--- src/rtl/hamming_decoder_pkg.sv ---
// hamming_pkg: shared constants and helpers for the Hamming(7,4) blocks.
// Bit i of a codeword holds Hamming position i+1. Parity bits sit at
// positions 0, 1, 3 and data bits at 2, 4, 5, 6.
package hamming_pkg;

  localparam int CODE_W = 7;
  localparam int DATA_W = 4;
  localparam int SYN_W  = 3;

  localparam int P0_POS = 0;
  localparam int P1_POS = 1;
  localparam int P2_POS = 3;

  localparam int D0_POS = 2;
  localparam int D1_POS = 4;
  localparam int D2_POS = 5;
  localparam int D3_POS = 6;

  // A nonzero syndrome is the 1-based index of the erroneous bit.
  function automatic logic [SYN_W-1:0] syndrome(input logic [CODE_W-1:0] c);
    logic [SYN_W-1:0] s;
    s[0] = c[P0_POS] ^ c[D0_POS] ^ c[D1_POS] ^ c[D3_POS];
    s[1] = c[P1_POS] ^ c[D0_POS] ^ c[D2_POS] ^ c[D3_POS];
    s[2] = c[P2_POS] ^ c[D1_POS] ^ c[D2_POS] ^ c[D3_POS];
    return s;
  endfunction

  function automatic logic [DATA_W-1:0] extract_data(input logic [CODE_W-1:0] c);
    return {c[D3_POS], c[D2_POS], c[D1_POS], c[D0_POS]};
  endfunction

endpackage

--- src/rtl/hamming_decoder_if.sv ---
// hamming_decoder_if: valid/ready input (codeword) and output (result) channels
// of the Hamming decoder.
//   slave  : decoder side
//   master : producer/consumer side
interface hamming_decoder_if;
  import hamming_pkg::*;

  logic                    in_valid;
  logic                    in_ready;
  logic [CODE_W-1:0]       in_code;
  logic                    out_valid;
  logic                    out_ready;
  logic [DATA_W-1:0]       out_data;
  logic                    out_err;
  logic [SYN_W-1:0]        out_pos;

  modport slave (
    input  in_valid, in_code, out_ready,
    output in_ready, out_valid, out_data, out_err, out_pos
  );

  modport master (
    output in_valid, in_code, out_ready,
    input  in_ready, out_valid, out_data, out_err, out_pos
  );

endinterface

--- src/rtl/hamming_syndrome.sv ---
// hamming_syndrome: combinational Hamming(7,4) syndrome.
//   code_i : received 7-bit codeword
//   syn_o  : 3-bit syndrome, 0 = clean, else 1-based error position
module hamming_syndrome
  import hamming_pkg::*;
(
  input  logic [CODE_W-1:0] code_i,
  output logic [SYN_W-1:0]  syn_o
);

  assign syn_o = syndrome(code_i);

endmodule

--- src/rtl/hamming_decoder.sv ---
// hamming_decoder: two-stage pipelined Hamming(7,4) single-error corrector
// with saturating clean/corrected statistics counters.
//   clk, rst_n          : clock, async active-low reset
//   bus (slave)         : in_valid/in_ready/in_code, out_valid/out_ready/
//                         out_data/out_err/out_pos
//   clr_cnt             : synchronous clear of both counters (wins over increment)
//   cnt_clean, cnt_corr : delivered words with zero / nonzero syndrome
module hamming_decoder
  import hamming_pkg::*;
#(
  parameter int CNT_W = 16
) (
  input  logic              clk,
  input  logic              rst_n,
  hamming_decoder_if.slave  bus,
  input  logic              clr_cnt,
  output logic [CNT_W-1:0]  cnt_clean,
  output logic [CNT_W-1:0]  cnt_corr
);

  logic                s1_valid_q, s1_valid_d;
  logic [CODE_W-1:0]   s1_code_q,  s1_code_d;
  logic [SYN_W-1:0]    s1_syn_q,   s1_syn_d;
  logic                s2_valid_q, s2_valid_d;
  logic [DATA_W-1:0]   s2_data_q,  s2_data_d;
  logic                s2_err_q,   s2_err_d;
  logic [SYN_W-1:0]    s2_pos_q,   s2_pos_d;
  logic [CNT_W-1:0]    cnt_clean_q, cnt_clean_d;
  logic [CNT_W-1:0]    cnt_corr_q,  cnt_corr_d;

  logic [SYN_W-1:0]    in_syn;
  logic                s2_ready;
  logic                in_hs;
  logic                s1_fwd;
  logic                out_hs;
  logic [CODE_W-1:0]   corr_code;
  logic                corr_err;
  logic [SYN_W-1:0]    corr_pos;

  hamming_syndrome u_syn (
    .code_i (bus.in_code),
    .syn_o  (in_syn)
  );

  // S2 frees up when empty or when its word leaves this cycle; S1 can then
  // advance, so in_ready is combinational from out_ready.
  assign s2_ready     = !s2_valid_q || bus.out_ready;
  assign bus.in_ready = !s1_valid_q || !s2_valid_q || bus.out_ready;
  assign in_hs        = bus.in_valid && bus.in_ready;
  assign s1_fwd       = s1_valid_q && s2_ready;
  assign out_hs       = s2_valid_q && bus.out_ready;

  always_comb begin
    corr_code = s1_code_q;
    corr_err  = (s1_syn_q != '0);
    corr_pos  = '0;
    if (corr_err) begin
      corr_pos = s1_syn_q - SYN_W'(1);
    end
    for (int i = 0; i < CODE_W; i++) begin
      if (s1_syn_q == SYN_W'(i + 1)) begin
        corr_code[i] = ~s1_code_q[i];
      end
    end
  end

  always_comb begin
    s1_valid_d = s1_valid_q;
    s1_code_d  = s1_code_q;
    s1_syn_d   = s1_syn_q;
    if (in_hs) begin
      s1_valid_d = 1'b1;
      s1_code_d  = bus.in_code;
      s1_syn_d   = in_syn;
    end else if (s1_fwd) begin
      s1_valid_d = 1'b0;
    end
  end

  // Output fields only change on a load, so they hold while stalled.
  always_comb begin
    s2_valid_d = s2_valid_q;
    s2_data_d  = s2_data_q;
    s2_err_d   = s2_err_q;
    s2_pos_d   = s2_pos_q;
    if (s1_fwd) begin
      s2_valid_d = 1'b1;
      s2_data_d  = extract_data(corr_code);
      s2_err_d   = corr_err;
      s2_pos_d   = corr_pos;
    end else if (out_hs) begin
      s2_valid_d = 1'b0;
    end
  end

  always_comb begin
    cnt_clean_d = cnt_clean_q;
    cnt_corr_d  = cnt_corr_q;
    if (clr_cnt) begin
      cnt_clean_d = '0;
      cnt_corr_d  = '0;
    end else if (out_hs) begin
      if (s2_err_q) begin
        if (cnt_corr_q != '1) cnt_corr_d = cnt_corr_q + CNT_W'(1);
      end else begin
        if (cnt_clean_q != '1) cnt_clean_d = cnt_clean_q + CNT_W'(1);
      end
    end
  end

  always_ff @(posedge clk or negedge rst_n) begin
    if (!rst_n) begin
      s1_valid_q  <= 1'b0;
      s1_code_q   <= '0;
      s1_syn_q    <= '0;
      s2_valid_q  <= 1'b0;
      s2_data_q   <= '0;
      s2_err_q    <= 1'b0;
      s2_pos_q    <= '0;
      cnt_clean_q <= '0;
      cnt_corr_q  <= '0;
    end else begin
      s1_valid_q  <= s1_valid_d;
      s1_code_q   <= s1_code_d;
      s1_syn_q    <= s1_syn_d;
      s2_valid_q  <= s2_valid_d;
      s2_data_q   <= s2_data_d;
      s2_err_q    <= s2_err_d;
      s2_pos_q    <= s2_pos_d;
      cnt_clean_q <= cnt_clean_d;
      cnt_corr_q  <= cnt_corr_d;
    end
  end

  assign bus.out_valid = s2_valid_q;
  assign bus.out_data  = s2_data_q;
  assign bus.out_err   = s2_err_q;
  assign bus.out_pos   = s2_pos_q;
  assign cnt_clean     = cnt_clean_q;
  assign cnt_corr      = cnt_corr_q;

endmodule

--- src/flat_wrapper.sv ---
// flat-port wrapper written by rule: the top's interface ports become plain ports
module hamming_decoder_flat import hamming_pkg::*;
#(
  parameter int CNT_W = 16
)
  (clk, rst_n, clr_cnt, cnt_clean, cnt_corr, bus_in_valid, bus_in_code, bus_out_ready, bus_in_ready, bus_out_valid, bus_out_data, bus_out_err, bus_out_pos);
  hamming_decoder_if bus_i ();
  input  logic clk;
  input  logic rst_n;
  input  logic clr_cnt;
  output logic [CNT_W-1:0] cnt_clean;
  output logic [CNT_W-1:0] cnt_corr;
  input wire logic [$bits(bus_i.in_valid)-1:0] bus_in_valid;
  input wire logic [$bits(bus_i.in_code)-1:0] bus_in_code;
  input wire logic [$bits(bus_i.out_ready)-1:0] bus_out_ready;
  output wire logic [$bits(bus_i.in_ready)-1:0] bus_in_ready;
  output wire logic [$bits(bus_i.out_valid)-1:0] bus_out_valid;
  output wire logic [$bits(bus_i.out_data)-1:0] bus_out_data;
  output wire logic [$bits(bus_i.out_err)-1:0] bus_out_err;
  output wire logic [$bits(bus_i.out_pos)-1:0] bus_out_pos;
  assign bus_i.in_valid = bus_in_valid;
  assign bus_i.in_code = bus_in_code;
  assign bus_i.out_ready = bus_out_ready;
  assign bus_in_ready = bus_i.in_ready;
  assign bus_out_valid = bus_i.out_valid;
  assign bus_out_data = bus_i.out_data;
  assign bus_out_err = bus_i.out_err;
  assign bus_out_pos = bus_i.out_pos;
  hamming_decoder #(.CNT_W(CNT_W)) u_core (.clk(clk), .rst_n(rst_n), .bus(bus_i), .clr_cnt(clr_cnt), .cnt_clean(cnt_clean), .cnt_corr(cnt_corr));
endmodule
--- config.mk ---
export PLATFORM = sky130hd
export DESIGN_NAME = hamming_decoder_flat
export DESIGN_NICKNAME = d
export VERILOG_FILES = /design/src/rtl/hamming_decoder_pkg.sv /design/src/rtl/hamming_decoder_if.sv /design/src/rtl/hamming_syndrome.sv /design/src/rtl/hamming_decoder.sv /design/src/flat_wrapper.sv
export SDC_FILE = /design/constraint.sdc
export NUM_CORES = 1
export LEC_CHECK = 0
export ABC_AREA = 1
export CAP_MARGIN = 20
export CORE_MARGIN = 4
export CORE_UTILIZATION = 35
export DETAILED_ROUTE_END_ITERATION = 8
export GPL_ROUTABILITY_DRIVEN = 0
export GPL_TIMING_DRIVEN = 0
export PLACE_DENSITY = 0.63
export SLEW_MARGIN = 10
export SYNTH_ARGS = -nofsm -noshare
export SYNTH_HDL_FRONTEND = slang
export SYNTH_SLANG_ARGS = --single-unit
--- constraint.sdc ---
create_clock -name clk -period 3.11 [get_ports clk]
set_input_delay 0.622 -clock clk [delete_from_list [all_inputs] [get_ports clk]]
set_output_delay 0.622 -clock clk [all_outputs]
set_load 0.01 [all_outputs]
### After elaboration in Yosys (flattened, before gate mapping)

Index checks and enable logic that the tools add are counted.
Widths: inputs -> output; s select.

* reductions and logical operators: 17
* equal/unequal tests: 7
* add/subtract/negate cells: 3
* bitwise gates (word level): 13
* mux-type cells: 17

Operators by type and width (number)
* $mux 16: 8
* $add 16x1->16 const B: 2
* $ne 16x16->1 const B: 2
* $reduce_bool 2->1: 6
* $eq 3x3->1 const B: 3
* $xor 1x1->1: 9
* $mux 1: 8
* $reduce_and 3->1: 2
* $not 1->1: 4
* $eq 3x2->1 const B: 1
* $logic_and 1x1->1: 3
* $logic_or 1x1->1: 3
* $mux 3: 1
* $reduce_bool 3->1: 1
* $sub 3x1->3 const B: 1
* $logic_not 1->1: 2
* $ne 2x2->1 const B: 1

* output and inout port bits: 42
* bits in registers: 52
* input port bits: 12
* logic and storage cells: 66

### Depth between registers and ports, before layout

* depth in word-level cells: 5
* gate-level depth with buffers: 10
* mapped depth without buffers: 10

### Cells and area by module

Synthesis repeated with hierarchy kept, for this count alone.

* cells, all modules: 409
* area total of the unflattened synthesis: 2981.6 µm²

Modules (own cells, without submodules)
* hamming_decoder: cells an instance 367, times used 1, seq. area each 1226.2 µm², area each 2813.9 µm²
* hamming_syndrome: cells an instance 42, times used 1, seq. area each 0.0 µm², area each 167.7 µm²

### Worst setup path after synthesis

No wires, ideal clock.

* path kind: in2reg
* start: in clr_cnt
* end: reg u_core.cnt_corr_q[13], in the netlist u_core.cnt_corr[13]
* slack: 1.509 ns
* cell stages on the path: 8
* arrival time: 1.483 ns
* cells stage by stage: buf_2 inv_1 buf_2 o21ai_1 nand2_2 buf_4 nand2_1 nand2_1

* longest elaborated chain between the ends: 2

RTL lines
* start, declared: RTL line flat_wrapper.sv:10 `input logic clr_cnt;`
* $reduce_bool 2->1 (no source line)
* $reduce_and 3->1 (no source line)
* end signal, assigned: RTL line hamming_decoder.sv:131 `cnt_corr_q <= cnt_corr_d;`
* end, declared: RTL line hamming_decoder.sv:29 `logic [CNT_W-1:0] cnt_corr_q, cnt_corr_d;`

Parallel ways exist; a longest one is shown, timed or not.
A chain may end at the register's enable or synchronous reset.

### Worst setup path after layout

* start: in bus_out_ready
* end: out bus_in_ready

* longest elaborated chain between the ends: 1

RTL lines
* start, declared: RTL line flat_wrapper.sv:15 `input wire logic [$bits(bus_i.out_ready)-1:0] bus_out_ready;`
* $logic_or 1x1->1: RTL line hamming_decoder.sv:48 `assign bus.in_ready = !s1_valid_q || !s2_valid_q || bus.out_ready;`
* end, declared: RTL line flat_wrapper.sv:16 `output wire logic [$bits(bus_i.in_ready)-1:0] bus_in_ready;`

No other way between the ends.

==> PnR_summary.wiki <==
{| class="wikitable"
! Metric !! Value
|-
| Outcome || complete, no violations
|-
| Vias in the first global route || 2507
|-
| Starting density of the core || 0.364
|-
| Total DRC errors in the routed layout || 0
|-
| I/O pin total || 54
|-
| Hold Buf Count CTS || 0
|-
| Fraction of layout cells with a size suffix above 1 || 0.0696
|-
| Source-to-sink clock delay at the later pin of the worst-skew pair || 300 ps
|-
| Slew of the pin with the lowest slew margin || 520 ps
|-
| Post-layout nets || 473
|-
| Largest net degree at the start of global routing || 30
|-
| Most frequent standard cell in the layout excluding fill and tap cells || nand2_1
|-
| Number of cells produced by synthesis || 399
|-
| Required time at the endpoint of the critical path || 2490 ps
|-
| Switching power summed over all nets || approximately 430 uW
|-
| Static leakage power || between 1.5 and 2 nW
|-
| Detailed placer's ending HPWL || 5.09 mm
|-
| Fmax achieved || 0.398 GHz
|-
| Syn Std Cell Area || 2860 um2
|-
| Slew HR || 0.653
|-
| Number of distinct library cell variants in the gate-level netlist after synthesis || 29
|-
| Synthesized netlist net count || 413
|-
| Highest fanout seen on the critical path || 3
|-
| H-tree levels || 2
|-
| Area share of the largest cell type after synthesis || 0.429
|-
| Most area-hungry cell type in the Yosys netlist || dfrtp_1
|-
| Design area || 3640 um2
|-
| Overall via count from detail_route || 2671
|-
| Hold Vio Cnt, Final || 0
|-
| Buffer count from post-CTS setup fixing || 0
|-
| Clock-pin transition on the worst setup and hold timing paths || 100 ps
|-
| Die footprint || 9670 um2
|-
| WS Path Type || input pin to output port
|-
| CP Capture Type || output port
|-
| Sequential cell area fraction in the yosys report || 0.429
|-
| Synth warn || 0
|-
| Inserted Diodes || 0
|-
| Chip Width || 98.4 um
|-
| #FFs+latches synth || 49
|-
| Worst supply voltage drop on vdd || 0.257 mV
|-
| Clock root buffer || clkbuf_8
|-
| Post-layout worst setup margin || between 500 and 600 ps
|-
| DR vias/cell || 4.75
|-
| Time the worst path needs with I/O delays and setup || 2510 ps
|-
| Global route total overflow || 0
|-
| Post-Synthesis Mean Instance Area || slightly above 7 um2
|-
| Violation count after the first detailed-routing iteration || 66
|-
| Initial antenna violation count || 0
|-
| Proportion of total power due to net switching || 0.287
|-
| Clk sinks || 49
|-
| Number of enable flip-flop cells after synthesis || 0
|-
| Final max-slew violation count || 0
|-
| Setup repair after global routing missed its margin || no
|-
| Number of standard-cell rows in the floorplan || 32
|-
| Crit-path max cell delay || between 500 and 600 ps
|-
| Area added between synthesis and finish || 27.3%
|-
| Highest-count cells in the layout ignoring fill and taps || nand2_1 (154), clkdlybuf4s50_1 (51), dfrtp_1 (49)
|-
| # port buffers || 52
|-
| Internal cell power || around 1.1 mW
|-
| Core Footprint || 7850 um2
|-
| Aggregate global-route resource usage || 0.141
|-
| Sequential cell fraction of total power || 0.487
|-
| Final setup skew || a little under 7 ps
|-
| Clk network pwr share || 0.315
|-
| Post-layout total power || roughly 1.5 mW
|-
| Critical-path cell with the highest stage delay || clkdlybuf4s50_1
|-
| Logic pwr share || 0.197
|-
| Ys async rst share || 1.00
|-
| Final-report setup violation count || 0
|-
| Worst-case setup slack after placement || 598 ps
|-
| Power density cells || 414 nW/um2
|-
| Number of fill cells || roughly 800
|-
| Vertical die dimension || 98.4 um
|-
| Iteration count of the initial detailed-routing pass || 4
|-
| Worst endpoint data arrival time || between 1500 and 2000 ps
|-
| Cells traversed along the worst timing path || clkdlybuf4s50_1, inv_1, nand2_1, nor2_1, inv_1, clkdlybuf4s50_1
|-
| Classification of the worst-slack hold path || input pin to asynchronous set/reset pin
|-
| Number of nets with antenna violations after routing || 0
|-
| Clock tree from TritonCTS || yes
|-
| Number of cells upsized or downsized after cts || 0
|-
| Predominant post-synthesis flop cell || dfrtp_1
|-
| Setup TNS || 0 ps
|-
| Post-Place Cell Area || 3520 um2
|-
| Max-cap check violation count || 0
|-
| Number of buffers created by CTS || 5
|-
| Clock tree buffer depth || 2
|-
| WL final || 6.63 mm
|-
| Average detailed-routed wire length per instance || 11.8 um
|-
| Fin crit share || 0.809
|-
| First-pass GRT wire length || 11.4 mm
|-
| Top cells by area in the synthesized netlist || dfrtp_1 (43%), nand2_1 (20%), nor2_1 (6.3%), inv_1 (4.6%), nand3_1 (4.6%)
|-
| Startpoint type of the worst setup path || input pin
|}
## cell usage after synthesis (2+ instances only)
cell type	number
xor2_1	7
nor2_4	2
nand3_1	26
o21ai_0	11
nand4_1	18
nand3b_1	2
xnor2_1	12
o21bai_1	5
nor3_1	2
dfrtp_1	49
nor2_2	3
inv_1	35
inv_2	3
nand2_2	3
buf_2	4
nor2_1	48
nand2_1	154
or2_2	3
ha_1	2
## worst max-delay path: cells and delay by family
family	cells	cell delay (ps)
and+or+nand+nor	2	150
buffers and inverters	4	1120
## layer usage
layer | wire length, um | part of all wire | GRT usage | vias up
met4 | 51 | 0.0077 | 0.0378 | 0
li1 | - | - | - | 1373
met5 | 0 | 0 | 0 | -
met1 | 3130 | 0.47 | 0.186 | 1241
met2 | 3070 | 0.46 | 0.233 | 53
met3 | 372 | 0.056 | 0.0336 | 4
## path summary, 6_finish.rpt
| check | start | endpoint | slack, ps | cells past startpoint |
|---|---|---|---|---|
| max | bus_out_ready | bus_in_ready | 600 | 6 |
| min in group clk | u_core.s1_valid_q | u_core.bus.out_valid | 490 | 2 |
| max reg2reg | u_core.cnt_clean[0] | u_core.cnt_clean[3] | 1320 | 9 |
| max in group asynchronous | rst_n | u_core.bus.out_pos[0] | 2290 | 2 |
| min reg2reg | u_core.s1_valid_q | u_core.bus.out_valid | 490 | 2 |
| min | rst_n | u_core.cnt_corr[4] | 290 | 1 |
## state kept, by name, indices dropped and copies added (netlist names)
name,cells
u_core.bus.out_data,4
u_core.bus.out_err,1
u_core.bus.out_pos,3
u_core.bus.out_valid,1
u_core.cnt_clean,16
u_core.cnt_corr,16
u_core.s1_code_q,4
u_core.s1_syn_q,3
u_core.s1_valid_q,1
## final cells by class
type	count	area, um2	area share
inverter	38	143	0.0392
clock buffer	5	68.8	0.0189
multi-input combinational	304	1440	0.397
timing repair buffer	53	536	0.147
sequential	49	1230	0.337
clock inverter	3	47.5	0.0131
tap	102	128	0.0351
buffer	8	46.3	0.0127
## through the flow
step / util / hold slack [ps] / std cells
floorplan: - / 326 / 399
global placement: 0.447 / 454 / 553
detailed placement: 0.449 / 467 / 554
CTS: 0.463 / 292 / 562
global route: 0.463 / 311 / 562
finish: 0.463 / 286 / 562
## power groups by stage
stage	Sequential, mW	Combinational, mW	Clock [mW]
after floorplan	0.756	0.141	0
after global placement	0.745	0.299	0
after detailed placement	0.748	0.304	0
after CTS	0.736	0.305	0.498
after global routing	0.743	0.335	0.523
final	0.734	0.298	0.476
## cell families (layout without fill, tap and decap cells)
| logic type | count (synthesis) | count (layout) | synth area share |
|---|---|---|---|
| buffers and inverters | 46 | 107 | 0.0661 |
| AO/OA/AOI/OAI | 20 | 20 | 0.0407 |
| XOR/XNOR | 19 | 19 | 0.0582 |
| flip-flops | 49 | 49 | 0.429 |
| adder cells (fa/ha/maj) | 2 | 2 | 0.00876 |
| AND/OR/NAND/NOR | 263 | 263 | 0.397 |
(Power assumes the default switching activity.)
